$ cat config.mk
export PLATFORM = sky130hd
export DESIGN_NAME = fir_coef_loader_flat
export DESIGN_NICKNAME = d
export VERILOG_FILES = /design/src/rtl/fir_coef_pkg.sv /design/src/rtl/fir_coef_if.sv /design/src/rtl/fir_coef_bank.sv /design/src/rtl/fir_coef_loader.sv /design/src/flat_wrapper.sv
export SDC_FILE = /design/constraint.sdc
export NUM_CORES = 1
export LEC_CHECK = 0
export CORE_ASPECT_RATIO = 1.75
export CORE_MARGIN = 1.5
export CORE_UTILIZATION = 54
export DETAILED_ROUTE_END_ITERATION = 12
export HOLD_SLACK_MARGIN = 0.15
export PLACE_DENSITY = 0.8
export REMOVE_ABC_BUFFERS = 1
export SLEW_MARGIN = 5
export SYNTH_ARGS = -nofsm -noshare
export SYNTH_HDL_FRONTEND = slang
export SYNTH_SLANG_ARGS = --single-unit
$ cat constraint.sdc
create_clock -name clk -period 23.1 [get_ports clk]
set_clock_uncertainty 0.2 [all_clocks]
set_input_delay 6.93 -clock clk [delete_from_list [all_inputs] [get_ports clk]]
set_output_delay 6.93 -clock clk [all_outputs]
set_load 0.1 [all_outputs]
$ cat src/rtl/fir_coef_pkg.sv
// Shared constants, state type and binary32 helpers for the FIR coefficient loader.
// Defining FIR_COEF_SYM_EN selects the half-length, linear-phase symmetric load.
package fir_coef_pkg;

  localparam int DW    = 32;
  localparam int NTAPS = 8;
  localparam int IDX_W = 3;

`ifdef FIR_COEF_SYM_EN
  localparam int NLOAD = NTAPS / 2;
`else
  localparam int NLOAD = NTAPS;
`endif

  localparam int              FP_EXP_MSB  = 30;
  localparam int              FP_EXP_LSB  = 23;
  localparam logic [7:0]      FP_EXP_ALL1 = 8'hFF;
  localparam logic [DW-1:0]   FP_ZERO     = 32'h0000_0000;
  localparam logic [IDX_W-1:0] LAST_IDX   = IDX_W'(NLOAD - 1);

  typedef enum logic [1:0] {
    IDLE   = 2'd0,
    LOAD   = 2'd1,
    COMMIT = 2'd2
  } state_t;

  // All-ones exponent covers both infinities and every NaN payload.
  function automatic logic is_inf_nan(input logic [DW-1:0] v);
    return (v[FP_EXP_MSB:FP_EXP_LSB] == FP_EXP_ALL1);
  endfunction

endpackage

$ cat src/rtl/fir_coef_if.sv
// Coefficient load stream: start request plus valid/ready beats with a last marker.
interface fir_coef_if;
  import fir_coef_pkg::*;

  logic          load_start;
  logic [DW-1:0] coef_in;
  logic          coef_valid;
  logic          coef_last;
  logic          coef_ready;

  modport master (output load_start, output coef_in, output coef_valid,
                  output coef_last, input coef_ready);
  modport slave  (input load_start, input coef_in, input coef_valid,
                  input coef_last, output coef_ready);
endinterface

$ cat src/rtl/fir_coef_bank.sv
// Shadow/active coefficient storage with a single-edge shadow-to-active commit.
// Under FIR_COEF_SYM_EN the upper half of the active bank mirrors the lower half.
module fir_coef_bank
  import fir_coef_pkg::*;
(
  input  logic                       clk,
  input  logic                       rst,
  input  logic                       wr_en,
  input  logic [IDX_W-1:0]           wr_idx,
  input  logic [DW-1:0]              wr_data,
  input  logic                       commit,
  output logic [NTAPS-1:0][DW-1:0]   active
);

  logic [NTAPS-1:0][DW-1:0] shadow_r;
  logic [NTAPS-1:0][DW-1:0] staged_s;

  // Shadow bank: one entry written per accepted beat.
  always_ff @(posedge clk or posedge rst) begin
    if (rst) begin
      shadow_r <= {NTAPS{FP_ZERO}};
    end else if (wr_en) begin
      shadow_r[wr_idx] <= wr_data;
    end else begin
      shadow_r <= shadow_r;
    end
  end

  // Image presented to the active bank on commit.
  always_comb begin
    staged_s = shadow_r;
`ifdef FIR_COEF_SYM_EN
    for (int i = 0; i < NLOAD; i++) begin
      staged_s[NTAPS-1-i] = shadow_r[i];
    end
`endif
  end

  // Active bank: whole set replaced in one edge so the FIR never sees a mix.
  always_ff @(posedge clk or posedge rst) begin
    if (rst) begin
      active <= {NTAPS{FP_ZERO}};
    end else if (commit) begin
      active <= staged_s;
    end else begin
      active <= active;
    end
  end

endmodule

$ cat src/rtl/fir_coef_loader.sv
// Coefficient loader for the 8-tap FIR: streams a set into a shadow bank, validates it,
// and swaps it active on a sample-boundary strobe. FIR_COEF_SYM_EN enables symmetric mode.
module fir_coef_loader
  import fir_coef_pkg::*;
(
  input  logic          clk,
  input  logic          rst,
  fir_coef_if.slave     cif,
  input  logic          swap_en,
  output logic [DW-1:0] b1,
  output logic [DW-1:0] b2,
  output logic [DW-1:0] b3,
  output logic [DW-1:0] b4,
  output logic [DW-1:0] b5,
  output logic [DW-1:0] b6,
  output logic [DW-1:0] b7,
  output logic [DW-1:0] b8,
  output logic          busy,
  output logic          done,
  output logic          err
);

  state_t                   state_r, state_s;
  logic [IDX_W-1:0]         idx_r, idx_s;
  logic                     err_r, err_s;
  logic                     coef_ready_r, busy_r, done_r;
  logic                     beat_s, last_pos_s, bad_beat_s, wr_en_s, commit_s;
  logic [NTAPS-1:0][DW-1:0] active_s;

  assign beat_s     = cif.coef_valid & coef_ready_r;
  assign last_pos_s = (idx_r == LAST_IDX);
  // A beat is bad if non-finite, or if its last flag disagrees with its position.
  assign bad_beat_s = is_inf_nan(cif.coef_in) | (cif.coef_last != last_pos_s);

  // Next-state, beat counter and error logic.
  always_comb begin
    state_s  = state_r;
    idx_s    = idx_r;
    err_s    = err_r;
    wr_en_s  = 1'b0;
    commit_s = 1'b0;
    case (state_r)
      IDLE: begin
        if (cif.load_start) begin
          state_s = LOAD;
          idx_s   = {IDX_W{1'b0}};
          err_s   = 1'b0;
        end else begin
          state_s = IDLE;
        end
      end
      LOAD: begin
        if (beat_s) begin
          wr_en_s = 1'b1;
          if (bad_beat_s) begin
            state_s = IDLE;
            idx_s   = {IDX_W{1'b0}};
            err_s   = 1'b1;
          end else if (last_pos_s) begin
            state_s = COMMIT;
            idx_s   = {IDX_W{1'b0}};
          end else begin
            idx_s = idx_r + {{(IDX_W-1){1'b0}}, 1'b1};
          end
        end else begin
          state_s = LOAD;
        end
      end
      COMMIT: begin
        if (swap_en) begin
          commit_s = 1'b1;
          state_s  = IDLE;
        end else begin
          state_s = COMMIT;
        end
      end
      default: begin
        state_s = IDLE;
        idx_s   = {IDX_W{1'b0}};
      end
    endcase
  end

  // State and registered status outputs, derived from the next state.
  always_ff @(posedge clk or posedge rst) begin
    if (rst) begin
      state_r      <= IDLE;
      idx_r        <= {IDX_W{1'b0}};
      err_r        <= 1'b0;
      coef_ready_r <= 1'b0;
      busy_r       <= 1'b0;
      done_r       <= 1'b0;
    end else begin
      state_r      <= state_s;
      idx_r        <= idx_s;
      err_r        <= err_s;
      coef_ready_r <= (state_s == LOAD);
      busy_r       <= (state_s != IDLE);
      done_r       <= commit_s;
    end
  end

  fir_coef_bank u_bank (
    .clk     (clk),
    .rst     (rst),
    .wr_en   (wr_en_s),
    .wr_idx  (idx_r),
    .wr_data (cif.coef_in),
    .commit  (commit_s),
    .active  (active_s)
  );

  assign cif.coef_ready = coef_ready_r;
  assign busy = busy_r;
  assign done = done_r;
  assign err  = err_r;
  assign b1 = active_s[0];
  assign b2 = active_s[1];
  assign b3 = active_s[2];
  assign b4 = active_s[3];
  assign b5 = active_s[4];
  assign b6 = active_s[5];
  assign b7 = active_s[6];
  assign b8 = active_s[7];

endmodule

$ cat src/flat_wrapper.sv
// flat-port wrapper written by rule: the top's interface ports become plain ports
module fir_coef_loader_flat import fir_coef_pkg::*;
  (clk, rst, swap_en, b1, b2, b3, b4, b5, b6, b7, b8, busy, done, err, cif_load_start, cif_coef_in, cif_coef_valid, cif_coef_last, cif_coef_ready);
  fir_coef_if cif_i ();
  input  logic clk;
  input  logic rst;
  input  logic swap_en;
  output logic [DW-1:0] b1;
  output logic [DW-1:0] b2;
  output logic [DW-1:0] b3;
  output logic [DW-1:0] b4;
  output logic [DW-1:0] b5;
  output logic [DW-1:0] b6;
  output logic [DW-1:0] b7;
  output logic [DW-1:0] b8;
  output logic busy;
  output logic done;
  output logic err;
  input wire logic [$bits(cif_i.load_start)-1:0] cif_load_start;
  input wire logic [$bits(cif_i.coef_in)-1:0] cif_coef_in;
  input wire logic [$bits(cif_i.coef_valid)-1:0] cif_coef_valid;
  input wire logic [$bits(cif_i.coef_last)-1:0] cif_coef_last;
  output wire logic [$bits(cif_i.coef_ready)-1:0] cif_coef_ready;
  assign cif_i.load_start = cif_load_start;
  assign cif_i.coef_in = cif_coef_in;
  assign cif_i.coef_valid = cif_coef_valid;
  assign cif_i.coef_last = cif_coef_last;
  assign cif_coef_ready = cif_i.coef_ready;
  fir_coef_loader u_core (.clk(clk), .rst(rst), .cif(cif_i), .swap_en(swap_en), .b1(b1), .b2(b2), .b3(b3), .b4(b4), .b5(b5), .b6(b6), .b7(b7), .b8(b8), .busy(busy), .done(done), .err(err));
endmodule
==> metrics.txt <==
share of power burned in registers between 50% and 60%; io pins around 300; Yosys top cell by area dfrtp_1; crit path launch swap_en; share of layout cells above drive strength 1 between 40% and 50%; unrepaired setup endpoints after global routing false; final hold violations 0; crit path buf inv count 3; multi-input logic area 6270 sq um; crit path kind input port to flop; setup bufs post-CTS 0; Post-synth top cells dfrtp_1 (521), mux2_2 (476), buf_2 (43), mux2_4 (32), clkbuf_1 (8); Max clock buf depth 3; Clock Latency Late Sink 0.54 ns; Clk pwr share between 30% and 40%; Max VDD drop approximately 0.063 mV; first-pass iteration count of the detailed router 5; Net Sw Frac between 20% and 30%; Root Buffer clkbuf_16; worst flop-to-flop path startpoint u_core.state_r[0]; final worst-path cycle share between 40% and 50%; GP Congestion just under 0.8; fin. max-slew vios 0; Gate Count Post-Synth around 1100; Synth top area share around two thirds; number of flops mapped to enable cells by yosys 0; All-Layer GR Usage between 20% and 30%; hold-fix buffer count after cts 0; H-tree depth 2; Critical Path AT 10.12 ns; drt wl/cell around 23 um; Row Count 92; DRC viols 0; # setup viols final 0; Antenna Nets Post-Route 0; Die Width about 150 um; Worst setup EP type flop; 1st-iter DRT viols 355; Clk pin slew, worst setup/hold paths around 0.07 ns; asr flop ratio synth 100%; Crit path required time about 23 ns; Die Span Y around 260 um; hold_sp u_core.u_bank.shadow_r[184]; Sink Count ~520; core area about 36000 sq um; sw power ~0.00052 W; Synth Flop Type dfrtp_1; crit path cell chain clkdlybuf4s50_1, nand3_4, clkinv_2, buf_4, mux2_2; Period minus WS final 9.90 ns; max incr delay on CP between 0.8 and 0.9 ns; CP max stage cell clkinv_2; Mapped Avg Cell Area ~17 sq um; Non-Filler Instances 1941; nets@finish between 1000 and 1500; worst hold slack a little under 0.3 ns; Design Area, Final around 24000 sq um; CTS tree yes; PortBufs between 200 and 300; Worst slew margin 21.1%; Mapped Area around 20000 sq um; crit-path max FO 66; Gate power share 13.2%; area post-placement between 20000 and 25000 sq um; Pint about 0.0017 W; setup TNS 0 ns; Post-CTS Resized 0; storage element area 13000 sq um; Synth-to-Final Area Change 24.3%; top-count cell post-synth dfrtp_1; Yosys warnings 0; CP Launch Type input port; DR vias approximately 11000; register area share after synthesis approximately two thirds; Synth cell types 39; first-pass GRT wire length between 60000 and 70000 um; Via density between 5 and 6; Max Cap Viol 0; Design Power ~0.0022 W; total global routing overflow 0; dpl hpwl 28400 um; CTS Buf Count 44; leakage power about 12 nW; Peak Freq slightly above 100 MHz; vias in the first global route 11500; initial antenna violation count 1; DP Cell Count about 1900; largest net degree at the start of global routing around 140; outcome finished clean; delay-heaviest family, CP buffers and inverters; worst slew pin tran about 1.2 ns; Starting Density approximately 55%; Seq cells post-synth between 500 and 600; Hold Path Class flop to flop; Fillers roughly 2500; routed wire length around 44000 um; top cells by area, synth dfrtp_1 (66%), mux2_2 (27%), mux2_4 (2.4%), buf_2 (1.1%), buf_12 (0.31%); pwr dens slightly below 90 nW/um^2; die area approximately 38000 sq um
[kinds of logic (layout without fill, tap and decap cells)]
logic type | after synthesis | after routing | synth area share, %
xor+xnor | 1 | 1 | 0.0446
buf+inv | 63 | 391 | 1.90
fa+ha+maj | 2 | 2 | 0.127
flops | 521 | 521 | 66.4
other cells | 0 | 1 | 0
mux | 512 | 512 | 30.0
compound gates | 17 | 17 | 0.656
simple gates | 26 | 26 | 0.955
[metrics by stage]
step                worst slack, ns  util (%)
floorplan                      1.41         -
global placement              12.62      64.0
detailed placement            12.61      64.0
CTS                           13.19      68.0
global route                  12.94      68.0
finish                        13.20      68.0
[placed cells by master (no fill, tap or decap), types with 4 or more instances in the layout]
cell type,synthesis,layout
buf_4,1,15
clkbuf_16,0,45
mux2_4,32,32
clkinv_2,0,7
mux2_1,4,4
clkbuf_1,8,13
dfrtp_1,521,521
clkbuf_8,0,8
clkdlybuf4s50_1,0,297
mux2_2,476,476
[state kept, by name (all words and copies together), names as in the netlist]
name,cells
u_core.state_r,2
u_core.cif.coef_ready,1
u_core.u_bank.shadow_r,256
u_core.busy,1
u_core.u_bank.active,256
u_core.err,1
u_core.idx_r,3
u_core.done,1
[layout make-up]
cell class,instances,area share (%)
Tap cell,470,2.41
Timing Repair Buffer,312,12.6
Sequential cell,521,53.4
Antenna cell,1,0.0102
Multi-Input combinational cell,558,25.7
Inverter,3,0.0820
Clock inverter,10,0.523
Clock buffer,66,5.26
[path summary, 6_finish.rpt]
kind / to / slack, ns / cells past startpoint
max in group asynchronous: u_core.u_bank.active[124] / 13.44 / 4
min reg2reg: u_core.u_bank.shadow_r[184] / 0.29 / 1
max: u_core.u_bank.active[232] / 13.20 / 5
min: u_core.u_bank.shadow_r[184] / 0.29 / 1
max reg2reg: u_core.u_bank.active[232] / 19.43 / 5
min in group asynchronous: u_core.u_bank.active[142] / 6.74 / 2
[per-layer routing]
layer / wire (um) / part of all wire (%) / global-route usage [%]
met2: 23600 / 54 / 42.4
met3: 1740 / 4.0 / 3.86
met4: 2090 / 4.8 / 11.0
met5: 0 / 0 / 0
met1: 16400 / 37 / 28.0
[power by group through the flow]
| stage | sequential, W | clock [W] | combinational, W |
|---|---|---|---|
| after global placement | 0.00116 | 0 | 0.000278 |
| after global routing | 0.00118 | 0.000787 | 0.000312 |
| final | 0.00116 | 0.000735 | 0.000288 |
| after floorplan | 0.00116 | 0 | 0.000216 |
| after CTS | 0.00115 | 0.000751 | 0.000294 |
| after detailed placement | 0.00117 | 0 | 0.000292 |
Power figures use the tool's default switching activity.
